**config.mk**
```make
export PLATFORM = sky130hd
export DESIGN_NAME = prn_epl_taps
export DESIGN_NICKNAME = d
export VERILOG_FILES = /design/src/rtl/prn_epl_taps.sv
export SDC_FILE = /design/constraint.sdc
export NUM_CORES = 1
export LEC_CHECK = 0
export ABC_AREA = 1
export BUFFER_PORTS_ARGS = -buffer_cell sky130_fd_sc_hd__buf_2
export CAP_MARGIN = 15
export CORE_AREA = 2 2 91 93
export DETAILED_ROUTE_END_ITERATION = 12
export DIE_AREA = 0 0 93 95
export PLACE_DENSITY = 0.42
export SETUP_SLACK_MARGIN = 0.02
export SYNTH_ARGS = -nofsm -noshare
export SYNTH_HDL_FRONTEND = slang
export SYNTH_SLANG_ARGS = --single-unit
```
**constraint.sdc**
```tcl
create_clock -name clk -period 2.8 [get_ports clk]
set_input_delay 0.28 -clock clk [delete_from_list [all_inputs] [get_ports clk]]
set_output_delay 0.28 -clock clk [all_outputs]
set_load 0.01 [all_outputs]
```
**src/rtl/prn_epl_taps.sv**
```systemverilog
// prn_epl_taps
// Builds early / prompt / late code replicas from the single-bit PRN stream
// of prn_ram. Each 1/8-chip step of the channel code phase (a change in
// phase_hi) shifts {code_in, mask_in} into a sample history. The history is
// tapped at positions 0, S and 2S, where S is the active E-P spacing.
//
// Parameters
//   DEPTH        history length in 1/8-chip samples (>= 15)
// Ports
//   clk          channel processing clock (pclk domain)
//   rst          asynchronous, active-high reset
//   code_in      PRN bit from prn_ram.code_out
//   mask_in      mask bit from prn_ram.mask
//   phase_hi     top 3 bits of the code phase from time_scale_ch
//   epoch_pulse  one-cycle epoch strobe; the only point where spacing loads
//   spacing      requested E-P (= P-L) spacing in 1/8 chip (0 means 1)
//   early        early replica bit   (hist[0])
//   prompt       prompt replica bit  (hist[S])
//   late         late replica bit    (hist[2S])
//   mask_p       mask bit aligned to prompt
//   epl_valid    all three taps hold real samples
//   el_diff      signed E-L discriminator input, value(early)-value(late)
//
// Build option
//   PRN_EPL_DIFF_EN  when defined, el_diff is computed (bit 0 -> +1,
//                    bit 1 -> -1) and forced to 0 while epl_valid is low.
//                    When undefined, el_diff is tied to 0.
module prn_epl_taps #(
  parameter int DEPTH = 16
) (
  input  logic              clk,
  input  logic              rst,
  input  logic              code_in,
  input  logic              mask_in,
  input  logic [2:0]        phase_hi,
  input  logic              epoch_pulse,
  input  logic [2:0]        spacing,
  output logic              early,
  output logic              prompt,
  output logic              late,
  output logic              mask_p,
  output logic              epl_valid,
  output logic signed [2:0] el_diff
);

  localparam int IW = $clog2(DEPTH);

  logic [2:0]       phase_hi_q;
  logic             tick;
  logic [DEPTH-1:0] code_hist, code_hist_n;
  logic [DEPTH-1:0] mask_hist, mask_hist_n;
  logic [2:0]       spc_s, spc_n;
  logic [4:0]       fill, fill_n;
  logic [4:0]       two_s_n;
  logic [IW-1:0]    idx_p, idx_l;
  logic             valid_n;

  // Outputs are registered from the next-state history and spacing, so a
  // tick or a spacing change is visible one clock after the cycle it occurs.
  always_comb begin
    tick        = (phase_hi != phase_hi_q);
    code_hist_n = code_hist;
    mask_hist_n = mask_hist;
    if (tick) begin
      code_hist_n = {code_hist[DEPTH-2:0], code_in};
      mask_hist_n = {mask_hist[DEPTH-2:0], mask_in};
    end

    spc_n = spc_s;
    if (epoch_pulse)
      spc_n = (spacing == 3'd0) ? 3'd1 : spacing;
    two_s_n = {1'b0, spc_n, 1'b0};

    // A real spacing change restarts the fill count and swallows a
    // coincident tick; reloading the same spacing leaves the count alone.
    fill_n = fill;
    if (spc_n != spc_s)
      fill_n = 5'd0;
    else if (tick && (fill < two_s_n))
      fill_n = 5'(fill + 5'd1);

    idx_p   = IW'(spc_n);
    idx_l   = IW'({spc_n, 1'b0});
    valid_n = (fill_n == two_s_n);
  end

  always_ff @(posedge clk or posedge rst) begin
    if (rst) begin
      phase_hi_q <= 3'd0;
      code_hist  <= '0;
      mask_hist  <= '0;
      spc_s      <= 3'd1;
      fill       <= 5'd0;
      early      <= 1'b0;
      prompt     <= 1'b0;
      late       <= 1'b0;
      mask_p     <= 1'b0;
      epl_valid  <= 1'b0;
    end else begin
      phase_hi_q <= phase_hi;
      code_hist  <= code_hist_n;
      mask_hist  <= mask_hist_n;
      spc_s      <= spc_n;
      fill       <= fill_n;
      early      <= code_hist_n[0];
      prompt     <= code_hist_n[idx_p];
      late       <= code_hist_n[idx_l];
      mask_p     <= mask_hist_n[idx_p];
      epl_valid  <= valid_n;
    end
  end

`ifdef PRN_EPL_DIFF_EN
  // Equal taps give 0; early=0/late=1 is +1-(-1) = +2; the reverse is -2.
  function automatic logic signed [2:0] epl_diff(input logic e, input logic l,
                                                 input logic v);
    if (!v || (e == l))
      return 3'sd0;
    else if (e)
      return -3'sd2;
    else
      return 3'sd2;
  endfunction

  always_ff @(posedge clk or posedge rst) begin
    if (rst)
      el_diff <= 3'sd0;
    else
      el_diff <= epl_diff(code_hist_n[0], code_hist_n[idx_l], valid_n);
  end
`else
  assign el_diff = 3'sd0;
`endif

endmodule

```
==> results.sh, run 1 <==
export IMPL_rows=33
export IMPL_htree_levels=2
export IMPL_cp_required_ns=2.98
export IMPL_p_total_mw=1.50
export IMPL_nFillCells=904
export IMPL_period_minus_slack_ns=2.11
export IMPL_numCtsBuffers=5
export IMPL_synth_edf_count=0
export IMPL_path_cells="inv_1 > o21ai_2 > clkinv_1 > ha_1 > nand2_1 > nand2_1 > nand2_1 > nand2_1 > inv_1 > nand2_1 > nand2_1 > nand2_1 > nand2_1 > nand2_1 > nand2_1 > nor2_1"
export IMPL_status="finished clean"
export IMPL_cpPeakStageDelay_ns=0.37
export IMPL_cts_sinks=38
export IMPL_yosys_warnings=0
export IMPL_fin_area_um2=2210
export IMPL_worst_path_buf_inv=3
export IMPL_setup_viol=0
export IMPL_synth_top_area_share_pct=48.3
export IMPL_die_area_um2=8840
export IMPL_fmax_ghz=0.474
export IMPL_floorplan_initialDensity_pct=24.2
export IMPL_num_antenna_cells=0
export IMPL_finalHoldViolations=0
export IMPL_via_per_inst=4.08
export IMPL_hold_path_class="input port to async pin"
export IMPL_cts_tree="done"
export IMPL_multi_input_area_um2=766
export IMPL_die_w_um=93
export IMPL_crit_type="register to register"
export IMPL_synth_seq_area_share_pct=49.7
export IMPL_die_h_um=95
export IMPL_grt_max_degree=39
export IMPL_p_seq_share_pct=48.1
export IMPL_holdBufCountCts=0
export IMPL_gp_congestion=0.814
export IMPL_clock_root_buffer="clkbuf_8"
export IMPL_p_leak_nw=1.18
export IMPL_track_usage_pct=10.6
export IMPL_maxCapViolCount=0
export IMPL_totalWireLength_um=4190
export IMPL_areaGrowthSynthToFinish_pct=15.2
export IMPL_p_comb_share_pct=25.8
export IMPL_post_cts_buffers=0
export IMPL_grt_pass1_vias=1454
export IMPL_rsz0062_at_grt="no"
export IMPL_grt_pass1_wl_um=7200
export IMPL_arrival_ns=2.29
export IMPL_numPortBuffers=15
export IMPL_ioPinCount=19
export IMPL_drt_initial_drc_count=36
export IMPL_clockBufferDepth=2
export IMPL_antenna_found_initial=0
export IMPL_ys_seq_elements=38
export IMPL_cp_slowest_cell="ha_1"
export IMPL_drive_gt1_share_pct=13.2
export IMPL_p_clk_share_pct=26.0
export IMPL_placed_cell_area_um2=2120
export IMPL_crit_fanout=8
export IMPL_finalMaxSlewViolations=0
export IMPL_synthCells=236
export IMPL_crit_family="simple AND/OR/NAND/NOR gates"
export IMPL_clock_latency_ns=0.28
export IMPL_switching_share_pct=32.8
export IMPL_grt_overflow_total=0
export IMPL_p_switching_mw=0.491
export IMPL_worst_pin_slew_ns=0.513
export IMPL_clk_pin_slew_ns=0.07
export IMPL_routedWlPerCell_um=11.6
export IMPL_cts_resized=0
export IMPL_endpoint_kind="register"
export IMPL_synth_area_per_cell_um2=8.12
export IMPL_synth_area_top_cells="dfrtp_1, nand2_1, inv_1"
export IMPL_post_route_period_util_pct=75.3
export IMPL_cp_start_kind="register"
export IMPL_drc=0
export IMPL_p_int_mw=1.01
export IMPL_vias=1477
export IMPL_synth_most_common_cell="nand2_1"
export IMPL_peakVddDrop_mv=0.220
export IMPL_fin_nets=270
export IMPL_dr_pass1_iters=5
export IMPL_synthDistinctLibCells=27
export IMPL_worstSetupPathDepth=16
export IMPL_dp_hpwl_um=2840
export IMPL_yosys_area_top_type="dfrtp_1"
export IMPL_syn_area_um2=1920
export IMPL_skew_ns=0.00167
export IMPL_rr_worst_depth=16
export IMPL_fp_coreArea_um2=7930
export IMPL_synth_common_cells="nand2_1, inv_1, dfrtp_1"
export IMPL_synth_top_flop_cell="dfrtp_1"
export IMPL_postRouteAntennaNets=0
export IMPL_max_slew_margin_pct=65.8
export IMPL_path_common_cell="nand2_1"
export IMPL_setup_tns_ns=0
export IMPL_ff_latch_area_um2=952
export IMPL_power_density_nw_per_um2=678
export IMPL_async_flop_share_pct=100
==> state kept, by name (all words and copies together), names as in the netlist <==
| name | cells |
|---|---|
| spc_s | 3 |
| epl_valid | 1 |
| late | 1 |
| mask_p | 1 |
| mask_hist | 8 |
| prompt | 1 |
| fill | 5 |
| phase_hi_q | 3 |
| code_hist | 15 |
==> cells by family (layout without fill, tap and decap cells) <==
family,after synthesis,count (layout),share of synthesized area (%)
compound gates,33,33,10.5
simple gates,103,103,22.8
other cells,1,3,0.196
fa+ha+maj,3,3,1.96
flops,38,38,49.7
buf+inv,50,69,10.8
xor+xnor,8,8,4.05
==> worst paths after layout <==
| check | from | end | slack (ns) |
|---|---|---|---|
| setup / recovery | spc_s[1]$_DFF_PP0_ | epl_valid$_DFF_PP0_ | 0.69 |
| hold / removal | rst | code_hist[0]$_DFF_PP0_ | 0.12 |
| setup reg to reg | spc_s[1]$_DFF_PP0_ | epl_valid$_DFF_PP0_ | 0.69 |
| hold reg to reg | code_hist[12]$_DFF_PP0_ | code_hist[13]$_DFFE_PP0N_ | 0.48 |
| max in group asynchronous | rst | spc_s[0]$_DFF_PP1_ | 2.32 |
| min in group clk | phase_hi[1] | phase_hi_q[1]$_DFF_PP0_ | 0.12 |
==> layout make-up <==
type,count,share of cell area (%)
Clock inverter,1,0.227
Inverter,42,7.37
Sequential cell,38,43.1
Multi-Input combinational cell,150,34.7
Timing Repair Buffer,19,4.76
Tap cell,105,5.95
Clock buffer,7,3.91
==> power by group through the flow <==
stage               clock (mW)  combinational, mW  sequential [mW]
floorplan                    0              0.285            0.728
global placement             0              0.394            0.728
detailed placement           0              0.392            0.732
CTS                      0.412              0.394            0.722
global route             0.434              0.455            0.737
finish                   0.390              0.387            0.721
==> layout by cell type (no fill, tap or decap) <==
master / n
nor2_1: 3
xnor2_1: 5
clkbuf_1: 1
o21ai_2: 2
clkinv_1: 2
a21oi_1: 2
xor2_1: 2
inv_6: 1
a21boi_0: 6
clkinv_2: 1
ha_1: 3
clkbuf_8: 6
nand4_1: 1
inv_1: 39
o21a_1: 1
nand3_1: 22
conb_1: 3
nand3_2: 1
dfrtp_1: 37
o211ai_1: 4
buf_4: 4
nand2_1: 74
nor2_4: 1
buf_2: 15
dfstp_2: 1
o22ai_1: 1
o21ai_0: 17
xor2_2: 1
nand2_4: 1
==> metal layers <==
metal / wire length (µm) / global-route usage (%) / up-vias
li1: - / - / 769
met1: 2090 / 13.7 / 687
met2: 1930 / 17.0 / 19
met3: 140 / 3.27 / 2
met4: 27 / 3.31 / 0
met5: 0 / 0 / -
==> worst min-delay path, delay by kind of cell <==
family	cells	cell delay, ns
buffers and inverters	3	0.58
==> stage by stage <==
step / util (%) / hold WS, ns / cells / setup WS (ns)
2_1_floorplan: - / 0.311 / 238 / 0.758
3_3_place_gp: 26.7 / 0.415 / 354 / 0.653
3_5_place_dp: 26.7 / 0.418 / 354 / 0.614
4_1_cts: 27.9 / 0.111 / 362 / 0.693
5_1_grt: 27.9 / 0.101 / 362 / 0.434
6_report: 27.9 / 0.117 / 362 / 0.690
No activity file was read; power rests on OpenSTA's default activity.
==> run 2, diff against run 1 <==
- ABC_AREA: 1 -> 0
- CORE_AREA: 2 2 91 93 -> 2 2 93 95
- DIE_AREA: 0 0 93 95 -> 0 0 95 97
- PLACE_DENSITY: 0.42 -> 0.41
- clock period: 2.8 -> 2.04 ns (I/O delays scaled with it)
==> results.sh, run 2 <==
export IMPL_setup_tns_ns=-0.236
export IMPL_fp_coreArea_um2=8130
export IMPL_synth_top_flop_cell="dfrtp_1"
export IMPL_cts_sinks=38
export IMPL_rsz0062_at_grt="yes"
export IMPL_nFillCells=815
export IMPL_ys_seq_elements=38
export IMPL_met2_length_um=2030
export IMPL_finalHoldViolations=0
export IMPL_top_register="code_hist"
export IMPL_placed_cell_area_um2=2450
export IMPL_top_layer_used="met4"
export IMPL_yosys_area_top_type="dfrtp_1"
export IMPL_violations="setup timing"
export IMPL_gp_congestion=0.772
export IMPL_synth_seq_area_share_pct=48.0
export IMPL_die_h_um=97
export IMPL_wl_met3_um=133
export IMPL_grt_max_degree=39
export IMPL_cp_start_kind="register"
export IMPL_track_usage_pct=10.2
export IMPL_setup_viol=1
export IMPL_postRouteAntennaNets=0
export IMPL_fin_nets=231
export IMPL_skew_ns=0.00436
export IMPL_rr_worst_depth=7
export IMPL_syn_area_um2=1980
export IMPL_worst_path_buf_inv=0
export IMPL_ioPinCount=19
export IMPL_yosys_warnings=0
export IMPL_dr_pass1_iters=5
export IMPL_areaGrowthSynthToFinish_pct=34.7
export IMPL_synth_edf_count=0
export IMPL_largest_reg_flops=15
export IMPL_numCtsBuffers=5
export IMPL_hold_path_class="input port to async pin"
export IMPL_rows=33
export IMPL_synthCells=164
export IMPL_fin_area_um2=2670
export IMPL_dp_hpwl_um=3190
export IMPL_crit_family="compound AO/OA/AOI/OAI gates"
export IMPL_synthDistinctLibCells=45
export IMPL_htree_levels=2
export IMPL_via_per_inst=4.46
export IMPL_worstReg2RegEnd="epl_valid$_DFF_PP0_"
export IMPL_async_flop_share_pct=100
export IMPL_routedWlPerCell_um=13.3
export IMPL_num_antenna_cells=0
export IMPL_floorplan_initialDensity_pct=24.4
export IMPL_vias=1441
export IMPL_final_setup_worst_slack_ns=-0.236
export IMPL_numPortBuffers=15
export IMPL_mostFrequentLayoutCell="dfrtp_1"
export IMPL_r2r_slack_ns=-0.24
export IMPL_final_core_utilization_pct=32.8
export IMPL_cp_required_ns=2.24
export IMPL_die_area_um2=9220
export IMPL_peakVddDrop_mv=0.423
export IMPL_synth_area_per_cell_um2=12.1
export IMPL_synth_top_area_share_pct=46.7
export IMPL_grt_overflow_total=0
export IMPL_power_density_nw_per_um2=1020
export IMPL_synth_area_top_cells="dfrtp_1, mux2_2, mux2i_1"
export IMPL_largestRegisters="code_hist: 15 flops, mask_hist: 8 flops, fill: 5 flops"
export IMPL_maxCapViolCount=0
export IMPL_synth_most_common_cell="dfrtp_1"
export IMPL_p_total_mw=2.71
export IMPL_finalMaxSlewViolations=0
export IMPL_drt_met1_wl_um=2130
export IMPL_drt_initial_drc_count=63
export IMPL_period_minus_slack_ns=2.28
export IMPL_grt_pass1_wl_um=7450
export IMPL_clk_pin_slew_ns=0.08
export IMPL_p_leak_nw=1.16
export IMPL_holdBufCountCts=0
export IMPL_die_w_um=95
export IMPL_path_cells="mux2i_4 > ha_4 > o21a_1 > a2111o_1 > or3_4 > a211o_1 > a211oi_2"
export IMPL_antenna_found_initial=0
export IMPL_final_cell_mix="dfrtp_1, buf_4, mux2_2"
export IMPL_fmax_ghz=0.439
export IMPL_cts_tree="done"
export IMPL_status="finished, violations left"
export IMPL_endpoint_kind="register"
export IMPL_totalWireLength_um=4300
export IMPL_grt_pass1_vias=1476
export IMPL_crit_fanout=2
export IMPL_worstSetupPathDepth=7
export IMPL_clockBufferDepth=2
export IMPL_drive_gt1_share_pct=47.2
export IMPL_drc=0
export IMPL_reg2reg_from="spc_s[1]$_DFF_PP0_"
export IMPL_post_route_period_util_pct=112
export IMPL_crit_type="register to register"
export IMPL_clock_root_buffer="clkbuf_8"
export IMPL_crit_path_start="spc_s[1]$_DFF_PP0_"
export IMPL_clock_latency_ns=0.28
export IMPL_synth_common_cells="dfrtp_1, mux2_2, mux2i_1"
export IMPL_arrival_ns=2.48
export IMPL_cpPeakStageDelay_ns=0.41
export IMPL_cp_slowest_cell="dfrtp_1"
-- run 2: changes by cell type in the layout (fill, tap and decap cells not counted), moves of 5 or more --
cell / before / now
inv_1: 39 / 3
nand3_1: 22 / 4
mux2i_1: 0 / 11
mux2_2: 0 / 22
a21boi_0: 6 / 0
nand2_1: 74 / 6
buf_4: 4 / 34
o21ai_0: 17 / 2
xor2_1: 2 / 7
-- run 2: area by class of cell --
class,count,area (µm²),area share [%]
flip-flops and latches,38,952,35.7
repair buffers,52,390,14.6
well taps,105,131,4.92
inverters,5,18.8,0.703
clock inverters,3,68.8,2.58
clock buffers,5,68.8,2.58
multi-input cells,115,1040,38.9
-- run 2: worst max path at each step --
stage / endpoint / slack [ns]
after floorplan: epl_valid$_DFF_PP0_ / -0.47
after global placement: epl_valid$_DFF_PP0_ / -0.26
after detailed placement: epl_valid$_DFF_PP0_ / -0.27
after CTS: epl_valid$_DFF_PP0_ / -0.25
after global routing: epl_valid$_DFF_PP0_ / -0.31
final: epl_valid$_DFF_PP0_ / -0.24
-- run 2: through the flow --
step / setup slack, ns / hold slack, ns / instances
floorplan: -0.469 / 0.235 / 166
global placement: -0.264 / 0.342 / 310
detailed placement: -0.268 / 0.343 / 310
CTS: -0.250 / 0.0407 / 318
global route: -0.310 / 0.0283 / 323
finish: -0.236 / 0.0180 / 323
-- run 2: where the power goes --
group	switching (mW)	internal, mW
Clock	0.276	0.490
Sequential	0.0997	0.948
Combinational	0.406	0.491
-- run 2: cell families (layout without fill, tap and decap cells) --
family          count (synthesis)  after routing  synth area share (%)
simple gates                   28             28                  7.77
other cells                     1              3                 0.189
flops                          38             38                  48.0
fa+ha+maj                       3              3                  1.89
xor+xnor                        9              9                  3.98
buf+inv                        13             65                  3.54
mux                            38             38                  20.8
compound gates                 34             34                  13.8
-- run 2: repair_timing --
| item | in CTS | in global routing |
|---|---|---|
| cloned | 0 | 0 |
| setup endpoints to repair | 2 | 7 |
| pin swaps | 0 | 3 |
| buffers inserted | 0 | 5 |
| gates resized for setup | 1 | 7 |
-- run 2: layer usage --
layer / vias to the layer above / track usage [%]
met1: 704 / 14.7
met4: 0 / 2.01
met2: 28 / 15.4
met5: - / 0
met3: 2 / 2.65
li1: 707 / -
-- run 2: worst min-delay path, delay by kind of cell --
kind,cells,cell delay [ns]
buffers and inverters,3,0.53
==> run 3, diff against run 2 <==
- CELL_PAD_IN_SITES_DETAIL_PLACEMENT: default -> 2
- CELL_PAD_IN_SITES_GLOBAL_PLACEMENT: default -> 2
- PLACE_DENSITY: 0.41 -> default
- PLACE_DENSITY_LB_ADDON: default -> 0.3
==> results.sh, run 3 (same netlist as run 2, synthesis figures left out) <==
export IMPL_status="finished, violations left"
export IMPL_violations="setup timing"
export IMPL_reg2reg_from="spc_s[1]$_DFF_PP0_"
export IMPL_clk_pin_slew_ns=0.08
export IMPL_cts_tree="done"
export IMPL_gp_congestion=0.765
export IMPL_dp_hpwl_um=3710
export IMPL_htree_levels=2
export IMPL_top_register="code_hist"
export IMPL_fmax_ghz=0.432
export IMPL_areaGrowthSynthToFinish_pct=33.4
export IMPL_holdWs_ns=0.0323
export IMPL_setup_viol=3
export IMPL_nFillCells=868
export IMPL_post_route_period_util_pct=113
export IMPL_cp_required_ns=2.25
export IMPL_drive_gt1_share_pct=47.7
export IMPL_ioPinCount=19
export IMPL_numPortBuffers=15
export IMPL_fin_nets=229
export IMPL_num_antenna_cells=0
export IMPL_numCtsBuffers=5
export IMPL_routedWlPerCell_um=16.1
export IMPL_cpPeakStageDelay_ns=0.41
export IMPL_placed_cell_area_um2=2430
export IMPL_endpoint_kind="register"
export IMPL_drc=0
export IMPL_clockBufferDepth=2
export IMPL_postRouteAntennaNets=0
export IMPL_crit_path_start="spc_s[1]$_DFF_PP0_"
export IMPL_worstReg2RegEnd="epl_valid$_DFF_PP0_"
export IMPL_grt_pass1_vias=1622
export IMPL_power_density_nw_per_um2=964
export IMPL_rsz0062_at_grt="yes"
export IMPL_crit_fanout=2
export IMPL_grt_max_degree=39
export IMPL_instances_no_fill=321
export IMPL_peakVddDrop_mv=0.392
export IMPL_crit_family="compound AO/OA/AOI/OAI gates"
export IMPL_p_leak_nw=1.13
export IMPL_die_h_um=97
export IMPL_finalHoldViolations=0
export IMPL_placed_cells=309
export IMPL_period_minus_slack_ns=2.32
export IMPL_fin_area_um2=2640
export IMPL_fp_coreArea_um2=8130
export IMPL_cp_slowest_cell="dfrtp_1"
export IMPL_grt_pass1_wl_um=8390
export IMPL_die_area_um2=9220
export IMPL_rows=33
export IMPL_drt_initial_drc_count=42
export IMPL_floorplan_initialDensity_pct=24.4
export IMPL_largest_reg_flops=15
export IMPL_crit_type="register to register"
export IMPL_hold_path_class="input port to async pin"
export IMPL_die_w_um=95
export IMPL_path_cells="mux2i_4 > ha_4 > o21a_1 > a2111o_1 > or3_4 > a211o_1 > a211oi_2"
export IMPL_clock_root_buffer="clkbuf_8"
export IMPL_cp_start_kind="register"
export IMPL_grt_overflow_total=0
export IMPL_vias=1473
export IMPL_maxCapViolCount=0
export IMPL_track_usage_pct=11.7
export IMPL_worst_path_buf_inv=0
export IMPL_arrival_ns=2.52
export IMPL_via_per_inst=4.59
export IMPL_skew_ns=0.00573
export IMPL_clock_latency_ns=0.29
export IMPL_largestRegisters="code_hist: 15 flops, mask_hist: 8 flops, fill: 5 flops"
export IMPL_final_setup_worst_slack_ns=-0.275
export IMPL_r2r_slack_ns=-0.28
export IMPL_antenna_found_initial=0
export IMPL_cts_sinks=38
export IMPL_finalMaxSlewViolations=0
export IMPL_final_core_utilization_pct=32.5
export IMPL_mostFrequentLayoutCell="dfrtp_1"
export IMPL_rr_worst_depth=7
export IMPL_final_cell_mix="dfrtp_1, buf_4, mux2_2"
export IMPL_dr_pass1_iters=3
export IMPL_totalWireLength_um=5160
[run 3: cell types whose count changed in the layout (fill, tap and decap cells not counted), sizes merged]
cell / change
buf: -2
bufinv: -2
clkbuf: +3
clkinv: -1
[run 3: report_power, final]
part	internal, mW	total, mW	switching [mW]
sequential	0.949	1.07	0.122
clock	0.276	0.543	0.267
combinational	0.506	0.934	0.428
total	1.73	2.55	0.817
[run 3: worst max-delay path by stage]
stage / end / cells past startpoint
after CTS: epl_valid$_DFF_PP0_ / 7
after detailed placement: epl_valid$_DFF_PP0_ / 8
after floorplan: epl_valid$_DFF_PP0_ / 8
final: epl_valid$_DFF_PP0_ / 7
after global routing: epl_valid$_DFF_PP0_ / 7
after global placement: epl_valid$_DFF_PP0_ / 8
[run 3: repair_timing]
item,CTS,global route
gates resized for setup,5,12
setup endpoints to repair,7,8
hold buffers,0,0
buffers inserted,1,4
hold endpoints to repair,0,0
pin swaps,2,6
[run 3: final cells by class]
type	instances	area [µm²]	share of cell area, %
inverter	5	18.8	0.710
sequential	38	952	36.0
clock buffer	8	90.1	3.41
tap	105	131	4.97
timing repair buffer	50	379	14.3
multi-input combinational	115	1070	40.6
[run 3: per-layer routing]
layer	track usage [%]	vias to the layer above	routed length, µm
li1	-	704	-
met1	14.8	751	2340
met2	19.8	13	2660
met3	2.96	5	113
met4	3.01	0	46
met5	0	-	0
[run 3: worst min-delay path: stages]
cell and delay (ns):
buf_2 0.10, inv_1 0.04, buf_4 0.42
[run 3: stage by stage]
stage / TNS [ns] / total power, mW / worst slack, ns
floorplan: -0.678 / 1.60 / -0.469
global placement: -0.460 / 1.90 / -0.260
detailed placement: -0.595 / 1.93 / -0.295
CTS: -0.329 / 2.52 / -0.279
global route: -0.671 / 2.73 / -0.371
finish: -0.374 / 2.55 / -0.275
